<file path="config.mk">
export PLATFORM = sky130hd
export DESIGN_NAME = sdm_dac_tx
export DESIGN_NICKNAME = d
export VERILOG_FILES = /design/src/rtl/sdm_dac_tx.sv
export SDC_FILE = /design/constraint.sdc
export NUM_CORES = 1
export LEC_CHECK = 0
export ABC_CLOCK_PERIOD_IN_PS = 3450
export CORE_UTILIZATION = 57
export DETAILED_ROUTE_END_ITERATION = 8
export GPL_TIMING_DRIVEN = 1
export PLACE_DENSITY = 0.87
export SETUP_SLACK_MARGIN = 0.3
export SLEW_MARGIN = 15
export SYNTH_ARGS = -nofsm -noshare
export SYNTH_HDL_FRONTEND = slang
export SYNTH_SLANG_ARGS = --single-unit
</file>
<file path="constraint.sdc">
create_clock -name clk -period 3.45 [get_ports clk]
set_input_delay 0.69 -clock clk [delete_from_list [all_inputs] [get_ports clk]]
set_output_delay 0.69 -clock clk [all_outputs]
set_load 0.1 [all_outputs]
</file>
<file path="src/rtl/sdm_dac_tx.sv">
// Sigma-delta DAC transmit path: input FIFO, sample-rate timer and first-order
// modulator producing a 1-bit bitstream for an external low-pass filter.
module sdm_dac_tx #(
  parameter int unsigned WIDTH      = 8,
  parameter int unsigned OSR_LOG2   = 5,
  parameter int unsigned FIFO_DEPTH = 4
) (
  input  logic                          clk,
  input  logic                          rst,
  input  logic                          en,
  input  logic [WIDTH-1:0]              s_data,
  input  logic                          s_valid,
  output logic                          s_ready,
  output logic                          dac_out,
  output logic                          underrun,
  input  logic                          clr_underrun,
  output logic [$clog2(FIFO_DEPTH):0]   fifo_level
);

  localparam int unsigned AW = $clog2(FIFO_DEPTH);
  localparam int unsigned LW = AW + 1;

  logic [WIDTH-1:0]    mem [FIFO_DEPTH];
  logic [AW-1:0]       wr_ptr;
  logic [AW-1:0]       rd_ptr;
  logic [OSR_LOG2-1:0] cnt;
  logic [WIDTH-1:0]    cur;
  logic [WIDTH:0]      acc;

  logic                tick_c;
  logic                empty_c;
  logic                push_c;
  logic                pop_c;
  logic [WIDTH:0]      sum_c;
  logic [LW-1:0]       level_nxt_c;

  assign tick_c  = en && (cnt == '1);
  assign empty_c = (fifo_level == '0);
  assign push_c  = s_valid && s_ready;
  assign pop_c   = tick_c && !empty_c;
  assign sum_c   = {1'b0, acc[WIDTH-1:0]} + {1'b0, cur};

  // The carry of the last accumulation is the bitstream bit itself.
  assign dac_out = acc[WIDTH];

  always_comb begin
    level_nxt_c = fifo_level + LW'(push_c) - LW'(pop_c);
  end

  // Sample storage; contents are don't-care until written.
  always_ff @(posedge clk) begin
    if (push_c) begin
      mem[wr_ptr] <= s_data;
    end
  end

  // FIFO pointers, occupancy and a registered ready that only sees state.
  always_ff @(posedge clk) begin
    if (rst) begin
      wr_ptr     <= '0;
      rd_ptr     <= '0;
      fifo_level <= '0;
      s_ready    <= 1'b1;
    end else begin
      if (push_c) begin
        wr_ptr <= wr_ptr + AW'(1);
      end
      if (pop_c) begin
        rd_ptr <= rd_ptr + AW'(1);
      end
      fifo_level <= level_nxt_c;
      s_ready    <= (level_nxt_c != LW'(FIFO_DEPTH));
    end
  end

  // Sample-rate timer; restarts from zero whenever the path is idle.
  always_ff @(posedge clk) begin
    if (rst || !en) begin
      cnt <= '0;
    end else begin
      cnt <= cnt + OSR_LOG2'(1);
    end
  end

  // Current sample: loaded at a tick, held across underruns and idle time.
  always_ff @(posedge clk) begin
    if (rst) begin
      cur <= '0;
    end else if (pop_c) begin
      cur <= mem[rd_ptr];
    end
  end

  // Sticky underrun; a new event outranks a simultaneous clear.
  always_ff @(posedge clk) begin
    if (rst) begin
      underrun <= 1'b0;
    end else if (tick_c && empty_c) begin
      underrun <= 1'b1;
    end else if (clr_underrun) begin
      underrun <= 1'b0;
    end
  end

  // First-order modulator; idle forces the accumulator and output low.
  always_ff @(posedge clk) begin
    if (rst || !en) begin
      acc <= '0;
    end else begin
      acc <= sum_c;
    end
  end

endmodule
</file>
Yosys cells after proc, flatten, opt, wreduce, memory -nomap -nowiden
Memories as Yosys holds them, arrays and structs flattened. A register that Yosys moved wholly into a read port is not among the register bits.
Cells that the tools add are included.
{"block": "totals", "ram_bits": 32, "mem_count": 1, "regBits": 23, "input_bits": 13, "word_cells": 29, "rom_bits": 0, "latchBits": 0}
{"memory": "mem", "words": 4, "width": 8, "rd": 1, "rd_ports_with_merged_regs": 1, "wr": 1, "line": "23", "text": "logic [WIDTH-1:0] mem [FIFO_DEPTH];"}
{"block": "classes", "order_cmp": 0, "n_mul": 0, "muxes": 4, "n_eq_ne": 2, "n_div": 0, "bitwise": 0, "n_shift": 0, "n_addsub": 6, "reduce_logical": 9}
{"op": "adder 8 x 8 -> 9 bit", "n": 1}
{"op": "adder 5 x 1 -> 5 bit (second input constant)", "n": 1}
{"op": "== test 5 bit (second input constant)", "n": 1}
{"op": "adder 2 x 1 -> 2 bit (second input constant)", "n": 2}
{"op": "logical AND 1 bit", "n": 4}
{"op": "two-way mux 1 bit", "n": 4}
{"op": "adder 3 x 1 -> 3 bit", "n": 1}
{"op": "zero test 3 bit", "n": 1}
{"op": "inequality test 3 bit (second input constant)", "n": 1}
{"op": "subtractor 3 x 1 -> 3 bit", "n": 1}
{"op": "zero test 1 bit", "n": 2}
{"op": "nonzero test 2 bit", "n": 1}
{"op": "logical OR 1 bit", "n": 1}

Logic depth before layout (Yosys ltp)
{"block": "depth", "word_depth": 5, "mapped_depth": 15}

Worst setup path after synthesis
Ideal clock, no wire load.
{"block": "synth_timing", "kind": "register to register", "from": "reg fifo_level[1]", "to": "reg s_ready", "t_arrival_ns": 2.933, "n_path_buf": 1, "slack_ns": 0.391, "setup_ns": 0.127, "required_ns": 3.323, "stages_incl_launch_ff": 14, "period_less_slack_ns": 3.059, "cell_sequence": "dfxtp_1 nor3_2 nand3b_4 inv_2 buf_6 ha_1 inv_1 ha_1 inv_1 fa_1 xor2_1 and2_1 nor3_1 nand3b_1"}
{"block": "synth_via", "elab_chain_cells": 5, "elab_cells_between_ends": 6, "cone_classes": "2 x add/sub; 1 x eq/ne; 3 x reduce/logical"}
{"element": "start, declared", "line": "17", "text": "output logic [$clog2(FIFO_DEPTH):0] fifo_level"}
{"element": "start signal, assigned", "line": "71", "text": "fifo_level <= level_nxt_c;"}
{"element": "zero test 3 bit", "line": "38", "text": "assign empty_c = (fifo_level == '0);"}
{"element": "zero test 1 bit", "line": "40", "text": "assign pop_c = tick_c && !empty_c;"}
{"element": "logical AND 1 bit", "line": "40"}
{"element": "named net pop_c", "line": "33", "text": "logic pop_c;"}
{"element": "subtractor 3 x 1 -> 3 bit", "line": "47", "text": "level_nxt_c = fifo_level + LW'(push_c) - LW'(pop_c);"}
{"element": "inequality test 3 bit", "line": "72", "text": "s_ready <= (level_nxt_c != LW'(FIFO_DEPTH));"}
{"element": "end signal, assigned", "line": "72"}
{"element": "end, declared", "line": "13", "text": "output logic s_ready,"}
The timed path passes the listed nets, and every way through them passes these cells.
A chain may end at the register's enable or synchronous reset.

Worst setup path after layout
{"block": "layout_timing", "from": "reg cnt[0]", "to": "reg s_ready"}
{"block": "layout_via", "elab_chain_cells": 5}
{"element": "start, declared", "line": "26", "text": "logic [OSR_LOG2-1:0] cnt;"}
{"element": "start signal, assigned", "line": "81", "text": "cnt <= cnt + OSR_LOG2'(1);"}
{"element": "== test 5 bit", "line": "37", "text": "assign tick_c = en && (cnt == '1);"}
{"element": "logical AND 1 bit", "line": "37"}
{"element": "logical AND 1 bit", "line": "40"}
{"element": "subtractor 3 x 1 -> 3 bit", "line": "47"}
{"element": "inequality test 3 bit", "line": "72"}
No other way between the ends.

==> impl_metrics.py <==
metrics = {
    "setup_path": {
        "crit_required_ps": 3670,
        "r2r_cells": 14,
        "worstPathMaxFanout": 11,
        "r2r-end": "s_ready",
        "rrSetupSlack_ps": 550,
        "crit_chain": "ha_1 > and3_1 > ha_1 > nand3b_4 > inv_2 > ha_1 > inv_1 > ha_1 > inv_1 > fa_1 > xor2_1 > and2_1 > nor3_1 > nand3b_1",
        "endpoint_kind": "flop",
        "critPathArrivalTime_ps": 3120,
        "crit_top_cell": "ha_1",
        "crit_path_start_kind": "flop",
        "r2r_start": "cnt[0]",
        "critPathMaxStageDelay_ps": 370,
        "slowest_stage": "fa_1",
        "worst-path-buf-inv": 3,
        "critPathTopFamily": "adder cells",
        "crit_type": "reg -> reg",
    },
    "layout": {
        "fin_util": 0.6798,
        "areaGrowthSynthToFinish_pct": 13.43,
        "nNetsFinal": 252,
        "antenna_cells": 0,
        "layout_common_cells": "edfxtp_1 (32), dfxtp_1 (31), nand2_1 (22)",
        "drive_above_1_share": 0.1244,
        "design_area_sq_mm": 0.002980,
        "final_common_cell": "edfxtp_1",
    },
    "synth": {
        "syn_area_sq_mm": 0.002628,
        "synthCells": 198,
        "synth_cell_types": 35,
        "synth_nets": 229,
        "synthTopCellsByArea": "edfxtp_1 (37%), dfxtp_1 (24%), ha_1 (7.6%), mux4_2 (6.9%), nand2_1 (3.1%)",
        "synth_warnings": 0,
        "ys_ff_latch": 63,
        "yosysTopAreaCell": "edfxtp_1",
        "synth_top_area_frac": 0.3657,
        "syn_area_per_cell_sq_um": 13.27,
        "synth-seq-area-share": 0.6019,
    },
    "route": {
        "drcViolationCount": 0,
        "num_vias": 1515,
        "drt_iter0_markers": 59,
        "routedWlPerCell_um": 14.97,
        "totalWireLength_mm": 4.146,
        "drtPass1Iterations": 4,
        "viasPerCell": 5.469,
        "postRouteAntennaNets": 0,
    },
    "timing": {
        "skew_ps": 6.017,
        "maxSlewHeadroom": 0.3583,
        "final.min_clock_period_ps": 2902,
        "tightest_slew_ps": 959.6,
        "timing_hold_violations_final": 0,
        "fin_crit_sh": 0.8411,
        "tns_ps": 0,
        "slew_viol_final": 0,
        "rsz0062_at_grt": "false",
        "worst_slack_ps": 548.3,
        "fmax_mhz": 344.6,
        "worst_hold_slack_ps": 462.9,
        "setup_viol": 0,
    },
    "global_route": {
        "antenna_found_initial": 0,
        "grt_max_degree": 19,
        "grt_pass1_vias": 1574,
        "grt_overflow": 0,
        "grt_pass1_wl_mm": 7.141,
        "track_usage": 0.1992,
    },
    "floorplan": {
        "core-area_sq_mm": 0.004384,
        "die_w_um": 69.90,
        "row_count": 24,
        "start_util": 0.5993,
        "die_area_sq_mm": 0.004885,
        "die_h_um": 69.90,
        "num_io_pins": 19,
    },
    "hold_path": {
        "hold_start": "cnt[0]",
        "holdPathStages": 1,
        "whs_endpoint": "cnt[0]",
        "hold_class": "reg -> reg",
    },
    "clocking": {
        "post_cts_resized": 0,
        "clock_sinks": 63,
        "post_cts_buffers": 0,
        "numCtsBuffers": 9,
        "cts_htree_levels": 3,
        "clk_pin_slew_ps": 70,
        "clockBufferDepth": 2,
        "hold_buffers": 0,
        "worstSkewPairLatency_ps": 340,
        "cts_root_buffer": "clkbuf_8",
        "cts_tree": "yes",
    },
    "pwr": {
        "max-vdd-ir-drop_uv": 349.1,
        "pwr_density_cell_mw_per_mm2": 512.2,
        "p_leak_nw": 1.152,
    },
    "run_status": {
        "status": "finished, final reports clean",
    },
    "placement": {
        "place_congestion": 0.7836,
        "port_buffers": 18,
        "dpl.hpwl_mm": 2.851,
        "dpl_cell_area_sq_mm": 0.002828,
        "dp_slack_ps": 230.6,
    },
    "job": {
        "cap_violations": 0,
    },
}
[registers in the layout, summed over array words and instances, names as in the netlist]
register / cells
cur: 8
fifo_level: 3
rd_ptr: 2
acc: 9
mem: 32
cnt: 5
s_ready: 1
underrun: 1
wr_ptr: 2
[layer usage]
| layer | GRT usage | routed length (um) | up-vias |
|---|---|---|---|
| li1 | - | - | 759 |
| met1 | 0.2373 | 1916 | 726 |
| met2 | 0.3194 | 1995 | 22 |
| met3 | 0.06782 | 147 | 8 |
| met4 | 0.1067 | 86 | 0 |
| met5 | 0 | 0 | - |
[power breakdown]
| group | switching [mW] | internal (mW) | total, mW | leakage (nW) |
|---|---|---|---|---|
| sequential | 0.0186 | 0.827 | 0.846 | 0.545 |
| clock | 0.267 | 0.246 | 0.513 | 0.0774 |
| combinational | 0.109 | 0.0595 | 0.168 | 0.530 |
[how the worst max path moves through the flow]
stage                   from      end  depth (start not counted)
4_1_cts               cnt[0]  s_ready                         14
3_3_place_gp              en  s_ready                         12
2_1_floorplan  fifo_level[1]  s_ready                         13
3_5_place_dp              en  s_ready                         12
6_report              cnt[0]  s_ready                         14
5_1_grt               cnt[0]  s_ready                         14
[through the flow]
step / power (mW) / instances
floorplan: 0.9768 / 198
global placement: 1.026 / 262
detailed placement: 1.031 / 262
CTS: 1.539 / 277
global route: 1.580 / 277
finish: 1.526 / 277
[area by class of cell]
type                            count  area (sq um)
Clock buffer                        9         123.9
Clock inverter                      6         28.78
Fill cell                         336          1404
Inverter                            6         22.52
Multi-Input combinational cell    123         983.4
Sequential cell                    63          1582
Tap cell                           52         65.06
Timing Repair Buffer               18         175.2
[synthesized netlist by cell type]
cell	n
edfxtp_1	32
dfxtp_1	31
nand2_1	22
ha_1	16
a21oi_1	14
nor2_1	14
mux4_2	8
and2_1	5
and3_1	5
inv_1	5
nor3_1	5
xnor2_1	4
xor2_1	4
nand3_1	3
a21o_1	2
buf_2	2
buf_6	2
clkbuf_1	2
fa_1	2
nor2b_1	2
o21a_1	2
o21ai_0	2
o21ai_1	2
a211oi_1	1
a211oi_2	1
a311oi_2	1
a31o_1	1
a32oi_1	1
inv_2	1
nand2b_1	1
nand3b_1	1
nand3b_4	1
nor3_2	1
o211a_1	1
xnor2_2	1
[cells by family after synthesis]
group	Yosys count	synth area share
adders and majority gates	18	0.09143
and+or+nand+nor	60	0.1119
buffers and inverters	12	0.02381
muxes	8	0.06857
DFF	63	0.6019
AOI/OAI and AO/OA	28	0.06952
xor gates and xnor gates	9	0.03286
No activity file was read; power rests on OpenSTA's default activity.
